File: src/rtl/input_sync_debounce_if.sv
// input_sync_debounce_if: level-in / conditioned-level-out bundle for the
// input conditioner. master = producer of D_in (and consumer of outputs),
// slave = the conditioner itself.
interface input_sync_debounce_if #(
    parameter int CNT_W = 8
);
    logic             D_in;
    logic             count_clr;
    logic             Q;
    logic             rise;
    logic             fall;
    logic [CNT_W-1:0] event_count;
    logic [7:0]       glitch_count;

    modport master (
        output D_in, count_clr,
        input  Q, rise, fall, event_count, glitch_count
    );

    modport slave (
        input  D_in, count_clr,
        output Q, rise, fall, event_count, glitch_count
    );
endinterface

File: src/rtl/input_sync_debounce.sv
// input_sync_debounce: synchroniser chain + debounce filter feeding the
// d_ff / d_ff1 storage stages. Emits a clean registered level Q, one-cycle
// rise/fall pulses and a modulo rising-edge count.
// Optional macro DEBOUNCE_GLITCH_LOG_EN: adds a saturating count of bounces
// rejected by the filter; otherwise glitch_count is tied to zero.
module input_sync_debounce #(
    parameter int SYNC_STAGES     = 2,
    parameter int DEBOUNCE_CYCLES = 4,
    parameter int CNT_W           = 8
) (
    input  logic                  CLK,
    input  logic                  n_Reset,
    input_sync_debounce_if.slave  bus
);
    localparam int             CW       = $clog2(DEBOUNCE_CYCLES) + 1;
    localparam logic [CW-1:0]  CNT_LAST = CW'(DEBOUNCE_CYCLES - 1);

    typedef enum logic {STABLE, FILTER} state_t;

    logic [SYNC_STAGES-1:0] sync_pipe;
    logic                   sync_out;
    state_t                 state;
    logic [CW-1:0]          cnt;
    logic                   q_r, rise_r, fall_r;
    logic [CNT_W-1:0]       ev_r;
    logic                   take;

    assign sync_out = sync_pipe[SYNC_STAGES-1];

    // Plain flop chain; stage 1 is the only flop that sees the async level.
    always_ff @(posedge CLK) begin
        if (!n_Reset) sync_pipe <= '0;
        else          sync_pipe <= {sync_pipe[SYNC_STAGES-2:0], bus.D_in};
    end

    // Qualify a new level: immediate when the filter is one cycle long,
    // otherwise after the mismatch has persisted through the full count.
    always_comb begin
        take = 1'b0;
        if (sync_out != q_r) begin
            if (state == STABLE) take = (DEBOUNCE_CYCLES == 1);
            else                 take = (cnt == CNT_LAST);
        end
    end

    // Filter FSM: STABLE waits for a mismatch, FILTER counts its persistence.
    always_ff @(posedge CLK) begin
        if (!n_Reset) begin
            state <= STABLE;
            cnt   <= '0;
        end else begin
            case (state)
                STABLE: begin
                    cnt <= '0;
                    if (sync_out != q_r && !take) begin
                        state <= FILTER;
                        cnt   <= CW'(1);
                    end
                end
                FILTER: begin
                    if (sync_out == q_r || take) begin
                        state <= STABLE;
                        cnt   <= '0;
                    end else begin
                        cnt <= cnt + CW'(1);
                    end
                end
                default: begin
                    state <= STABLE;
                    cnt   <= '0;
                end
            endcase
        end
    end

    // Output level and edge pulses, all updated on the qualifying edge.
    always_ff @(posedge CLK) begin
        if (!n_Reset) begin
            q_r    <= 1'b0;
            rise_r <= 1'b0;
            fall_r <= 1'b0;
        end else begin
            rise_r <= take &  sync_out;
            fall_r <= take & ~sync_out;
            if (take) q_r <= sync_out;
        end
    end

    // Rising-edge event counter; clear beats a coincident rise.
    always_ff @(posedge CLK) begin
        if (!n_Reset || bus.count_clr) ev_r <= '0;
        else if (take && sync_out)     ev_r <= ev_r + CNT_W'(1);
    end

    assign bus.Q           = q_r;
    assign bus.rise        = rise_r;
    assign bus.fall        = fall_r;
    assign bus.event_count = ev_r;

`ifdef DEBOUNCE_GLITCH_LOG_EN
    logic       reject;
    logic [7:0] glitch_r;

    // A bounce is rejected when FILTER sees the input agree with Q again.
    assign reject = (state == FILTER) && (sync_out == q_r);

    // Saturating rejected-bounce counter.
    always_ff @(posedge CLK) begin
        if (!n_Reset || bus.count_clr)      glitch_r <= 8'h00;
        else if (reject && glitch_r != 8'hFF) glitch_r <= glitch_r + 8'h01;
    end

    assign bus.glitch_count = glitch_r;
`else
    assign bus.glitch_count = 8'h00;
`endif

endmodule

File: src/flat_wrapper.sv
// flat-port wrapper written by rule: the top's interface ports become plain ports
module input_sync_debounce_flat 
#(
    parameter int SYNC_STAGES     = 2,
    parameter int DEBOUNCE_CYCLES = 4,
    parameter int CNT_W           = 8
)
  (CLK, n_Reset, bus_D_in, bus_count_clr, bus_Q, bus_rise, bus_fall, bus_event_count, bus_glitch_count);
  input_sync_debounce_if #(.CNT_W(CNT_W)) bus_i ();
  input  logic CLK;
  input  logic n_Reset;
  input wire logic [$bits(bus_i.D_in)-1:0] bus_D_in;
  input wire logic [$bits(bus_i.count_clr)-1:0] bus_count_clr;
  output wire logic [$bits(bus_i.Q)-1:0] bus_Q;
  output wire logic [$bits(bus_i.rise)-1:0] bus_rise;
  output wire logic [$bits(bus_i.fall)-1:0] bus_fall;
  output wire logic [$bits(bus_i.event_count)-1:0] bus_event_count;
  output wire logic [$bits(bus_i.glitch_count)-1:0] bus_glitch_count;
  assign bus_i.D_in = bus_D_in;
  assign bus_i.count_clr = bus_count_clr;
  assign bus_Q = bus_i.Q;
  assign bus_rise = bus_i.rise;
  assign bus_fall = bus_i.fall;
  assign bus_event_count = bus_i.event_count;
  assign bus_glitch_count = bus_i.glitch_count;
  input_sync_debounce #(.SYNC_STAGES(SYNC_STAGES), .DEBOUNCE_CYCLES(DEBOUNCE_CYCLES), .CNT_W(CNT_W)) u_core (.CLK(CLK), .n_Reset(n_Reset), .bus(bus_i));
endmodule
File: config.mk
export PLATFORM = sky130hd
export DESIGN_NAME = input_sync_debounce_flat
export DESIGN_NICKNAME = d
export VERILOG_FILES = /design/src/rtl/input_sync_debounce_if.sv /design/src/rtl/input_sync_debounce.sv /design/src/flat_wrapper.sv
export SDC_FILE = /design/constraint.sdc
export NUM_CORES = 1
export LEC_CHECK = 0
export BUFFER_PORTS_ARGS = -buffer_cell sky130_fd_sc_hd__buf_4
export CAP_MARGIN = 20
export CORE_UTILIZATION = 45
export DETAILED_ROUTE_END_ITERATION = 8
export GPL_TIMING_DRIVEN = 0
export HOLD_SLACK_MARGIN = 0.12
export PLACE_DENSITY = 0.71
export SLEW_MARGIN = 20
export SYNTH_ARGS = -nofsm -noshare
export SYNTH_HDL_FRONTEND = slang
export SYNTH_SLANG_ARGS = --single-unit
File: constraint.sdc
create_clock -name CLK -period 2.1 [get_ports CLK]
set_clock_uncertainty 0.2 [all_clocks]
set_input_delay 0.315 -clock CLK [delete_from_list [all_inputs] [get_ports CLK]]
set_output_delay 0.315 -clock CLK [all_outputs]
set_load 0.02 [all_outputs]
; Word-level counts from Yosys, hierarchy flattened
; Index checks and enable logic that the tools add are counted.
[classes]
bitwise_logic = 4
n_eq_ne = 3
n_addsub = 2
n_mux = 8
reduce_logical = 6
[op_table]
columns = op, n
row1 = $add 8x1->8 const B, 1
row2 = $pmux 3 s2, 1
row3 = $mux 1, 5
row4 = $add 3x1->3 const B, 1
row5 = $eq 3x2->1 const B, 1
row6 = $mux 3, 1
row7 = $and 1x1->1, 2
row8 = $logic_and 1x1->1, 2
row9 = $logic_not 1->1, 2
row10 = $logic_or 1x1->1, 2
row11 = $not 1->1, 2
row12 = $pmux 1 s2, 1
row13 = $eq 1x1->1, 1
row14 = $ne 1x1->1, 1
[word_totals]
ff_bits = 17
output_inout_bits = 19
in_bits = 4

; Depth between registers and ports, before layout
[logic_depth]
word_depth = 7
mapped_depth = 7
depth_no_buf = 5

; Worst setup path after synthesis
; Ideal clock, no wire load.
[synth_timing]
path_type = register to register
from = reg u_core.cnt[0]
to = reg u_core.ev_r[5] (netlist: u_core.bus.event_count[5])
arrival_ps = 1508
synth_period_minus_slack_ps = 1778
setup_time_ps = 70
slack_ps = 322
path_stages_with_launch = 7
t_required_ps = 1830
cell_sequence = dfxtp_1 ha_1 ha_1 buf_2 nand4b_4 or4_1 a21oi_1
[synth_between]
elab_chain_len = 4
[synth_lines]
columns = element, line
row1 = "start, declared", input_sync_debounce.sv:23  ; logic [CW-1:0] cnt;
row2 = "start signal, assigned", input_sync_debounce.sv:65  ; cnt <= cnt + CW'(1);
row3 = $eq 3x2->1, input_sync_debounce.sv:42  ; else take = (cnt == CNT_LAST);
row4 = $mux 1, input_sync_debounce.sv:41  ; if (state == STABLE) take = (DEBOUNCE_CYCLES == 1);
row5 = $mux 1, input_sync_debounce.sv:40  ; if (sync_out != q_r) begin
row6 = $logic_and 1x1->1, input_sync_debounce.sv:92  ; else if (take && sync_out) ev_r <= ev_r + CNT_W'(1);
row7 = "end signal, assigned", input_sync_debounce.sv:92
row8 = "end, declared", input_sync_debounce.sv:25  ; logic [CNT_W-1:0] ev_r;
; Every way passes these cells.
; A chain may end at the register's enable or synchronous reset.

; Worst setup path in the final report
; Ends and elaborated chain as after synthesis.

==> impl_metrics.csv <==
group,metric,value,unit
global_route,grt_first_pass_wirelength,2.30,mm
sta,hold_violations,0,
clock_network,cts_tree,"built",
sta,tns,0,ns
die,core_region_area,1560,sq um
sta,slew_viol_final,0,
critical_path,reg2reg_slack,0.18,ns
yosys,synth_xor_area_frac,0.0226,
drt,vias,621,
yosys,syn_area_per_cell,9.46,sq um
sta,fmax,0.521,GHz
critical_path,path_cells,"ha_1 -> ha_1 -> buf_2 -> nand4b_4 -> or4_1 -> a21oi_1",
final_layout,area_delta_synth_final,26.9,%
clock_network,post-cts-setup-buffers,0,
placement,dp_hpwl,993,um
yosys,synth_adder_area_share,0.0484,
clock_network,ctsHoldBuffers,3,
yosys,ys_warn_count,0,
sta,finalSetupViolCount,0,
final_layout,finish.utilization,0.632,
critical_path,arrival,1.94,ns
final_layout,drive_above_1_share,0.264,
yosys,synth_seq_cells,17,
clock_network,clockBufferDepth,2,
critical_path,worst_path_largest_cell_delay,0.54,ns
placement,place_area,927,sq um
drt,dr.pass1.iters,7,
drt,drtIter0Drc,18,
drt,ant_nets,0,
yosys,synth_compound_area_frac,0.0935,
placement,port_buffers,14,
power_and_ir_drop,p_total,0.545,mW
critical_path,crit_buf_inv,1,
die,dieArea,1890,sq um
clock_network,cts_max_level,1,
critical_path,slowest_stage,"or4_1",
die,dieWidth,43.5,um
global_route,grt-ovfl-total,0,
critical_path,crit_family,"simple AND/OR/NAND/NOR gates",
drt,routed_via_density,4.93,
clock_network,cts_buffers,3,
final_layout,num-fill-cells,144,
die,ioPinCount,23,
drt,routed_wl,1.34,mm
critical_path,cpMostUsedCell,"ha_1",
clock_network,cts_sinks,17,
outcome,violations,"design-rule violations",
global_route,grt_max_degree,11,
critical_path,cp-start-kind,"register",
global_route,track_usage,0.161,
die,core.rowCount,14,
worst_hold_path,min_path_type,"in2reg",
yosys,yosys.area_share.simple,0.258,
final_layout,nNetsFinal,118,
power_and_ir_drop,ir_drop,0.417,mV
critical_path,crit_type,"reg2reg",
final_layout,finalInstanceArea,985,sq um
power_and_ir_drop,power_leakage,0.453,nW
power_and_ir_drop,power_density,554,nW/um^2
clock_network,insertion_delay,0.28,ns
run,maxCapViolations,0,
yosys,muxShareOfSynthArea,0.0258,
global_route,antenna_found_initial,0,
final_layout,antenna_cells,0,
yosys,synth-seq-area-share,0.439,
yosys,synth.cell_area,776,sq um
clock_network,cts-root-buf,"clkbuf_4",
die,dieHeight,43.5,um
drt,drcViolationCount,3,
die,start_util,0.498,
outcome,outcome,"complete, but fails checks",
sta,period_minus_slack,1.92,ns
critical_path,end_kind,"register",
yosys,syn_inst,82,
yosys,synth_top_family_by_area,"simple AND/OR/NAND/NOR gates",
drt,routedWlPerCell,10.7,um
placement,gp_congestion,0.762,
sta,min_period_over_period,0.915,
clock_network,clk_pin_slew,0.10,ns
clock_network,post_cts_resized,0,
sta,rsz0062_at_grt,"no",
critical_path,cp_max_fo,9,
yosys,synthDistinctLibCells,29,
global_route,first_global_vias,560,
critical_path,cp.required,2.12,ns
-- power breakdown --
part | switching, mW | internal [mW] | total, mW
clock network | 0.103 | 0.0705 | 0.173
logic | 0.0226 | 0.0214 | 0.0440
registers | 0.00275 | 0.325 | 0.328
total | 0.128 | 0.417 | 0.545
-- kinds of logic after synthesis --
| logic type | Yosys count |
|---|---|
| mux | 2 |
| xor+xnor | 2 |
| simple gates | 32 |
| flops | 17 |
| other cells | 1 |
| buf+inv | 14 |
| compound gates | 11 |
| fa+ha+maj | 3 |
-- worst min-delay path, delay by kind of cell --
| family | cells | cell delay, ns |
|---|---|---|
| and+or+nand+nor | 2 | 0.16 |
| buffers and inverters | 1 | 0.08 |
| muxes | 1 | 0.06 |
-- cell usage after synthesis --
master	number	area (sq um)
a21boi_0	2	15.0
a21oi_1	4	20.0
and2_1	3	18.8
and3b_1	1	8.76
and4b_2	1	11.3
buf_2	1	5.00
buf_4	8	60.1
clkbuf_1	1	3.75
conb_1	1	3.75
dfxtp_1	17	340
ha_1	3	37.5
inv_1	4	15.0
mux2i_1	2	20.0
nand2_1	9	33.8
nand2b_1	4	25.0
nand3_1	3	15.0
nand4_1	2	12.5
nand4b_4	1	23.8
nor2_1	1	3.75
nor2b_1	1	6.26
nor3_1	1	5.00
nor4_1	2	12.5
nor4b_1	1	8.76
o21ai_0	1	5.00
o311ai_0	1	8.76
o31ai_1	2	15.0
o41ai_1	1	8.76
or4_1	2	15.0
xnor2_1	2	17.5
-- area by class of cell --
type	instances	area, sq um	area share
tap	16	20.0	0.0203
sequential	17	340	0.346
buffer	10	68.8	0.0699
inverter	4	15.0	0.0152
timing repair buffer	17	135	0.137
multi-input combinational	58	378	0.384
clock inverter	1	5.00	0.00508
clock buffer	3	22.5	0.0229
-- metal layers --
metal  part of all wire  GRT usage
met5                  0          0
met4              0.014     0.0750
met3              0.054     0.0250
met2               0.46      0.270
met1               0.47      0.204
-- placed cells by master (no fill, tap or decap), drive strengths merged --
cell type	instances
buf	23
dfxtp	17
nand2	9
conb	8
inv	4
nand2b	4
a21oi	4
clkbuf	4
nand3	3
and2	3
ha	3
dlygate4sd3	3
xnor2	2
nor4	2
nand4	2
mux2i	2
a21boi	2
o31ai	2
or4	2
nor4b	1
nand4b	1
nor2b	1
o311ai	1
o41ai	1
o21ai	1
and4b	1
nor2	1
and3b	1
nor3	1
clkinv	1
-- worst paths after layout --
path              depth (start not counted)                         to           startpoint
setup reg to reg                          6  u_core.bus.event_count[5]        u_core.cnt[0]
hold reg to reg                           1        u_core.sync_pipe[1]  u_core.sync_pipe[0]
setup / recovery                          6  u_core.bus.event_count[5]        u_core.cnt[0]
hold / removal                            4  u_core.bus.event_count[7]        bus_count_clr
-- flip-flops by register name, summed over array words and instances (netlist names) --
name and flops:
u_core.bus.Q 1, u_core.sync_pipe 2, u_core.bus.rise 1, u_core.cnt 3
u_core.bus.event_count 8, u_core.bus.fall 1, u_core.state 1
-- per-stage QoR --
stage / std cells / setup WS, ns / hold WS (ns)
CTS: 126 / 0.167 / 0.181
global route: 126 / 0.0344 / 0.194
finish: 126 / 0.179 / 0.177
detailed placement: 119 / 0.215 / 0.223
floorplan: 89 / 0.322 / 0.212
global placement: 119 / 0.234 / 0.215
No activity file was read; power rests on OpenSTA's default activity.
